**src/rtl/island_sensor_pkg.sv**
```systemverilog
// Shared constants, vector type and counter-width helpers for the island idle sensor.
// Widths are computed from the instantiating module's parameters through these functions.
package island_sensor_pkg;

   localparam int N_SENSOR      = 10;
   localparam int WIN_LEN_DEF   = 256;
   localparam int ACT_THR_DEF   = 4;
   localparam int IDLE_WINS_DEF = 3;

   typedef logic [N_SENSOR-1:0] sensor_vec_t;

   // Window counter runs 0..win_len-1
   function automatic int wcnt_width(input int win_len);
      return (win_len > 1) ? $clog2(win_len) : 1;
   endfunction

   // Saturating counter that must hold 0..max_val
   function automatic int sat_width(input int max_val);
      return $clog2(max_val + 1);
   endfunction

endpackage

```
**src/rtl/island_sensor_channel.sv**
```systemverilog
// One island channel: per-window activity count, run of idle windows, idle flag and wake.
// Wake on activity bypasses the window boundary and beats a coinciding window close.
module island_sensor_channel
   import island_sensor_pkg::*;
#(
   parameter int ACT_THR   = ACT_THR_DEF,
   parameter int IDLE_WINS = IDLE_WINS_DEF
) (
   input  logic clk,
   input  logic rst,
   input  logic en,
   input  logic win_end,
   input  logic act_i,
   output logic idle_i
);

   localparam int AW = sat_width(ACT_THR);
   localparam int IW = sat_width(IDLE_WINS);
   localparam logic [AW-1:0] ACT_SAT   = AW'(ACT_THR);
   localparam logic [AW:0]   ACT_THR_X = (AW+1)'(ACT_THR);
   localparam logic [IW-1:0] IDLE_SAT  = IW'(IDLE_WINS);

   logic [AW-1:0] act_cnt_reg, act_cnt_next;
   logic [IW-1:0] idle_cnt_reg, idle_cnt_next;
   logic          idle_reg, idle_next;
   logic          busy, wake;

   always_comb begin
      wake = act_i && idle_reg;
      // Activity in the closing cycle still counts toward the closing window
      busy = ({1'b0, act_cnt_reg} + {{AW{1'b0}}, act_i}) >= ACT_THR_X;

      act_cnt_next = act_cnt_reg;
      if (!en || win_end) begin
         act_cnt_next = '0;
      end else if (act_i && (act_cnt_reg != ACT_SAT)) begin
         act_cnt_next = act_cnt_reg + AW'(1);
      end

      idle_cnt_next = idle_cnt_reg;
      idle_next     = idle_reg;
      if (wake) begin
         idle_cnt_next = '0;
         idle_next     = 1'b0;
      end else if (win_end) begin
         if (busy) begin
            idle_cnt_next = '0;
         end else if (idle_cnt_reg != IDLE_SAT) begin
            idle_cnt_next = idle_cnt_reg + IW'(1);
         end
         idle_next = (idle_cnt_next == IDLE_SAT);
      end
   end

   always_ff @(posedge clk) begin
      if (rst) begin
         act_cnt_reg  <= '0;
         idle_cnt_reg <= '0;
         idle_reg     <= 1'b0;
      end else begin
         act_cnt_reg  <= act_cnt_next;
         idle_cnt_reg <= idle_cnt_next;
         idle_reg     <= idle_next;
      end
   end

   assign idle_i = idle_reg;

endmodule

```
**src/rtl/island_activity_sensor.sv**
```systemverilog
// Per-island idle sensors for the power-gating controller: shared sampling window,
// ten channel instances, freezable registered outputs and a change pulse.
module island_activity_sensor
   import island_sensor_pkg::*;
#(
   parameter int WIN_LEN   = WIN_LEN_DEF,
   parameter int ACT_THR   = ACT_THR_DEF,
   parameter int IDLE_WINS = IDLE_WINS_DEF
) (
   input  logic                clk,
   input  logic                rst,
   input  logic                en,
   input  logic                freeze,
   input  logic [N_SENSOR-1:0] act,
   output logic                sensor0_level0,
   output logic                sensor1_level0,
   output logic                sensor2_level0,
   output logic                sensor3_level0,
   output logic                sensor4_level0,
   output logic                sensor5_level0,
   output logic                sensor6_level0,
   output logic                sensor7_level0,
   output logic                sensor8_level0,
   output logic                sensor9_level0,
   output logic                upd
);

   localparam int WW = wcnt_width(WIN_LEN);
   localparam logic [WW-1:0] WCNT_LAST = WW'(WIN_LEN - 1);

   logic [WW-1:0] wcnt_reg, wcnt_next;
   logic          win_end;
   sensor_vec_t   idle_vec;
   sensor_vec_t   sensor_reg, sensor_next;
   logic          upd_reg, upd_next;

   always_comb begin
      win_end = en && (wcnt_reg == WCNT_LAST);
      // Disabled monitoring parks the window at 0 so re-enable starts a fresh window
      if (!en || (wcnt_reg == WCNT_LAST)) begin
         wcnt_next = '0;
      end else begin
         wcnt_next = wcnt_reg + WW'(1);
      end
      sensor_next = freeze ? sensor_reg : idle_vec;
      upd_next    = (sensor_next != sensor_reg);
   end

   generate
      for (genvar gi = 0; gi < N_SENSOR; gi++) begin : g_chan
         island_sensor_channel #(
            .ACT_THR   (ACT_THR),
            .IDLE_WINS (IDLE_WINS)
         ) u_chan (
            .clk     (clk),
            .rst     (rst),
            .en      (en),
            .win_end (win_end),
            .act_i   (act[gi]),
            .idle_i  (idle_vec[gi])
         );
      end
   endgenerate

   always_ff @(posedge clk) begin
      if (rst) begin
         wcnt_reg   <= '0;
         sensor_reg <= '0;
         upd_reg    <= 1'b0;
      end else begin
         wcnt_reg   <= wcnt_next;
         sensor_reg <= sensor_next;
         upd_reg    <= upd_next;
      end
   end

   assign sensor0_level0 = sensor_reg[0];
   assign sensor1_level0 = sensor_reg[1];
   assign sensor2_level0 = sensor_reg[2];
   assign sensor3_level0 = sensor_reg[3];
   assign sensor4_level0 = sensor_reg[4];
   assign sensor5_level0 = sensor_reg[5];
   assign sensor6_level0 = sensor_reg[6];
   assign sensor7_level0 = sensor_reg[7];
   assign sensor8_level0 = sensor_reg[8];
   assign sensor9_level0 = sensor_reg[9];
   assign upd            = upd_reg;

endmodule

```
**config.mk**
```make
export PLATFORM = sky130hd
export DESIGN_NAME = island_activity_sensor
export DESIGN_NICKNAME = d
export VERILOG_FILES = /design/src/rtl/island_sensor_pkg.sv /design/src/rtl/island_sensor_channel.sv /design/src/rtl/island_activity_sensor.sv
export SDC_FILE = /design/constraint.sdc
export NUM_CORES = 1
export LEC_CHECK = 0
export BUFFER_PORTS_ARGS = -buffer_cell sky130_fd_sc_hd__buf_4
export CORE_MARGIN = 5
export CORE_UTILIZATION = 60
export CTS_CLUSTER_DIAMETER = 30
export DETAILED_ROUTE_END_ITERATION = 6
export MAX_ROUTING_LAYER = met4
export PLACE_DENSITY = 0.75
export SETUP_SLACK_MARGIN = 0.4
export SYNTH_ARGS = -nofsm -noshare
export SYNTH_HDL_FRONTEND = slang
export SYNTH_SLANG_ARGS = --single-unit
```
**constraint.sdc**
```tcl
create_clock -name clk -period 2.1 [get_ports clk]
set_input_delay 0.315 -clock clk [delete_from_list [all_inputs] [get_ports clk]]
set_output_delay 0.315 -clock clk [all_outputs]
set_load 0.03 [all_outputs]
```
==> results.ini <==
[run_status]
status = complete, no violations

[clocking]
hold_buffers = 0
cts_tree = built
path_clk_slew_ns = 0.07
clk-insertion-delay-late_ns = 0.34
clockRootBuffer = clkbuf_8
clock-sinks = 79
numCtsBuffers = 9
cts.path.max_buffers = 2
cts_max_level = 3

[placed_design]
io_buffers = 24
gp_congestion = 0.761
dp_cells = 497
post-dp-hpwl_um = 4520

[cells_and_area]
finalNetCount = 475
drive_gt1_frac = 0.140
final_cell_count_no_fill = 518
antenna_cells = 0
syn2layout_area_growth_pct = 11.8
post-route-util = 0.689
largest_register_ffs = 30
fillers = 485

[sta]
hold_viol = 0
setup_viol = 0
finalCritPeriodShare = 0.769
finalCriticalPeriod_ns = 1.62
setup_tns_ns = 0
worst_pin_slew_ns = 0.416
clock.fmax_ghz = 0.619
rsz0062_at_grt = no
timing.slew.headroom = 0.720
clock_skew_ns = 0.00474
slew_violations = 0

[global_route]
grt_pass1_vias = 2653
grt_max_degree = 23
grt_pass1_wl_um = 11800
grt_overflow = 0
gr-usage-all-layers = 0.203
antenna_found_initial = 0

[yosys]
synth_area_leaders = dfxtp_1, ha_1, a21oi_1, nor2_1, xnor2_1
yosysTopAreaCellShare = 0.433
synth_area_leader_cell = dfxtp_1
synth_cell_type_count = 34
ys_seq_elements = 79
ys_warn_count = 0
syn_area_per_cell_um2 = 8.99
synth_fp_nets = 441
syn-instance-count = 406
synth.cell_area_um2 = 3650
ys_seq_area_frac = 0.433

[routing]
dr_wl_met3_um = 269
vias_per_cell = 5.34
drt_iter0_drc = 79
dr.pass1.iters = 4
routed.top_layer = met4
avgRoutedWirePerCell_um = 12.9
via_count = 2766
wl_met1_um = 3230
drt-total-wl_um = 6700
dr_wl_met2_um = 3060
drc_errors = 0
ant_nets = 0

[power_and_ir_drop]
leakagePower_nw = 1.62
p_int_mw = 2.06
netSwitchingFraction = 0.225
p_comb_frac = 0.056
ir_drop_uv = 450
switchingPower_mw = 0.598
powerDensity_nw_per_um2 = 652
power_frac_clock = 0.369
pwr-share-seq = 0.575

[setup_path]
arrival_ns = 1.87
rr_endpoint = g_chan[0].u_chan.idle_cnt_reg[1]
path_class = reg2reg
cpMaxStageDelayCell = dfxtp_1
crit_chain = ha_1 > and3_2 > and3_4 > buf_4 > a21oi_1 > a211oi_1
slowest_delay_ns = 0.37
cp-startpoint = wcnt_reg[0]
endpoint = g_chan[0].u_chan.idle_cnt_reg[1]
worstPathMaxFanout = 9
rr_startpoint = wcnt_reg[0]
reg2reg_depth = 6
start_kind = flop
r2r_slack_ns = 0.48
worstPathRequired_ns = 2.36
cp-end-kind = flop

[worst_hold_path]
worstHoldPathType = in2reg

[floorplanning]
num_rows = 28
die-area_um2 = 7740
coreArea_um2 = 5920
fp.dieH_um = 88.0
die_x_um = 88.0
pin_count = 25
start_util = 0.616

[run]
maxCapViolations = 0

[metrics by stage]
| stage | worst slack, ns | hold WS (ns) | instance area [µm²] | power (mW) |
|---|---|---|---|---|
| floorplan | 0.599 | 0.426 | 3650 | 1.66 |
| global placement | 0.451 | 0.441 | 3860 | 1.71 |
| detailed placement | 0.361 | 0.447 | 3860 | 1.71 |
| CTS | 0.414 | 0.269 | 4030 | 2.69 |
| global route | 0.390 | 0.295 | 4080 | 2.79 |
| finish | 0.484 | 0.290 | 4080 | 2.66 |
[layout make-up]
class / count / area, µm² / share of cell area
Inverter: 28 / 105 / 0.0258
Clock inverter: 1 / 5.00 / 0.00123
Timing Repair Buffer: 33 / 248 / 0.0608
Clock buffer: 13 / 159 / 0.0390
Sequential cell: 79 / 1580 / 0.388
Multi-Input combinational cell: 289 / 1890 / 0.462
Tap cell: 75 / 93.8 / 0.0230
[cell usage in the layout, fill, tap and decap left out, types with 12 or more instances in the layout]
master	synthesis	layout
dfxtp_1	79	79
mux2i_1	17	17
inv_1	28	28
xnor2_1	20	20
nor2_1	63	63
nor3_1	12	12
nand2_1	23	23
buf_4	0	33
a21oi_1	49	49
ha_1	21	21
[repair_timing]
action,in CTS,in global routing
endpoints found under the setup margin,10,27
gates cloned,1,0
endpoints found under the hold margin,0,0
gates resized for setup,0,2
pin swaps,1,1
buffers inserted,0,6
[how the worst min path moves through the flow]
stage                startpoint                              end  slack [ns]  cells after the start
global placement    wcnt_reg[0]                      wcnt_reg[0]        0.44                      1
floorplan           wcnt_reg[0]                      wcnt_reg[0]        0.43                      1
detailed placement  wcnt_reg[0]                      wcnt_reg[0]        0.45                      1
global route             act[0]  g_chan[0].u_chan.act_cnt_reg[2]        0.30                      3
finish                   act[0]  g_chan[0].u_chan.act_cnt_reg[2]        0.29                      3
CTS                      act[0]  g_chan[0].u_chan.act_cnt_reg[2]        0.27                      3
[logic make-up after synthesis]
| family | Yosys count | share of synthesized area |
|---|---|---|
| muxes | 17 | 0.0466 |
| adders and majority gates | 21 | 0.0720 |
| xor gates and xnor gates | 24 | 0.0576 |
| AOI/OAI and AO/OA | 92 | 0.157 |
| and+or+nand+nor | 134 | 0.180 |
| DFF | 79 | 0.433 |
| buffers and inverters | 39 | 0.0532 |
[synth_stat cells, drive strengths merged]
master,instances
dfxtp,79
mux2i,17
clkbuf,2
nand4,2
ha,21
a31o,7
and3,3
nand2,23
a31oi,4
xnor2,20
a21o,11
nand3,9
buf,9
inv,28
xor2,4
nor4,1
nor2,63
and4b,10
and2,1
nand3b,1
o21ai,1
a211oi,7
nand2b,5
a21oi,52
a21boi,10
nor3,15
and4,1
[critical path: cells and delay by family (launching register included)]
family / cells / cell delay [ns]
AOI/OAI and AO/OA: 2 / 0.26
adders and majority gates: 1 / 0.20
buffers and inverters: 1 / 0.16
DFF: 1 / 0.37
and+or+nand+nor: 2 / 0.54
[power by group through the flow]
stage	combinational, mW	clock (mW)	sequential, mW
floorplan	0.0980	0	1.56
detailed placement	0.148	0	1.56
global route	0.169	1.09	1.53
CTS	0.150	1.01	1.53
finish	0.148	0.980	1.53
global placement	0.144	0	1.56
[routing by layer]
metal	GRT usage	vias up
met5	-	-
met4	0.0962	0
met3	0.0470	13
met2	0.325	39
met1	0.240	1252
li1	-	1462
Note: power is estimated with default switching activity, not from simulation.
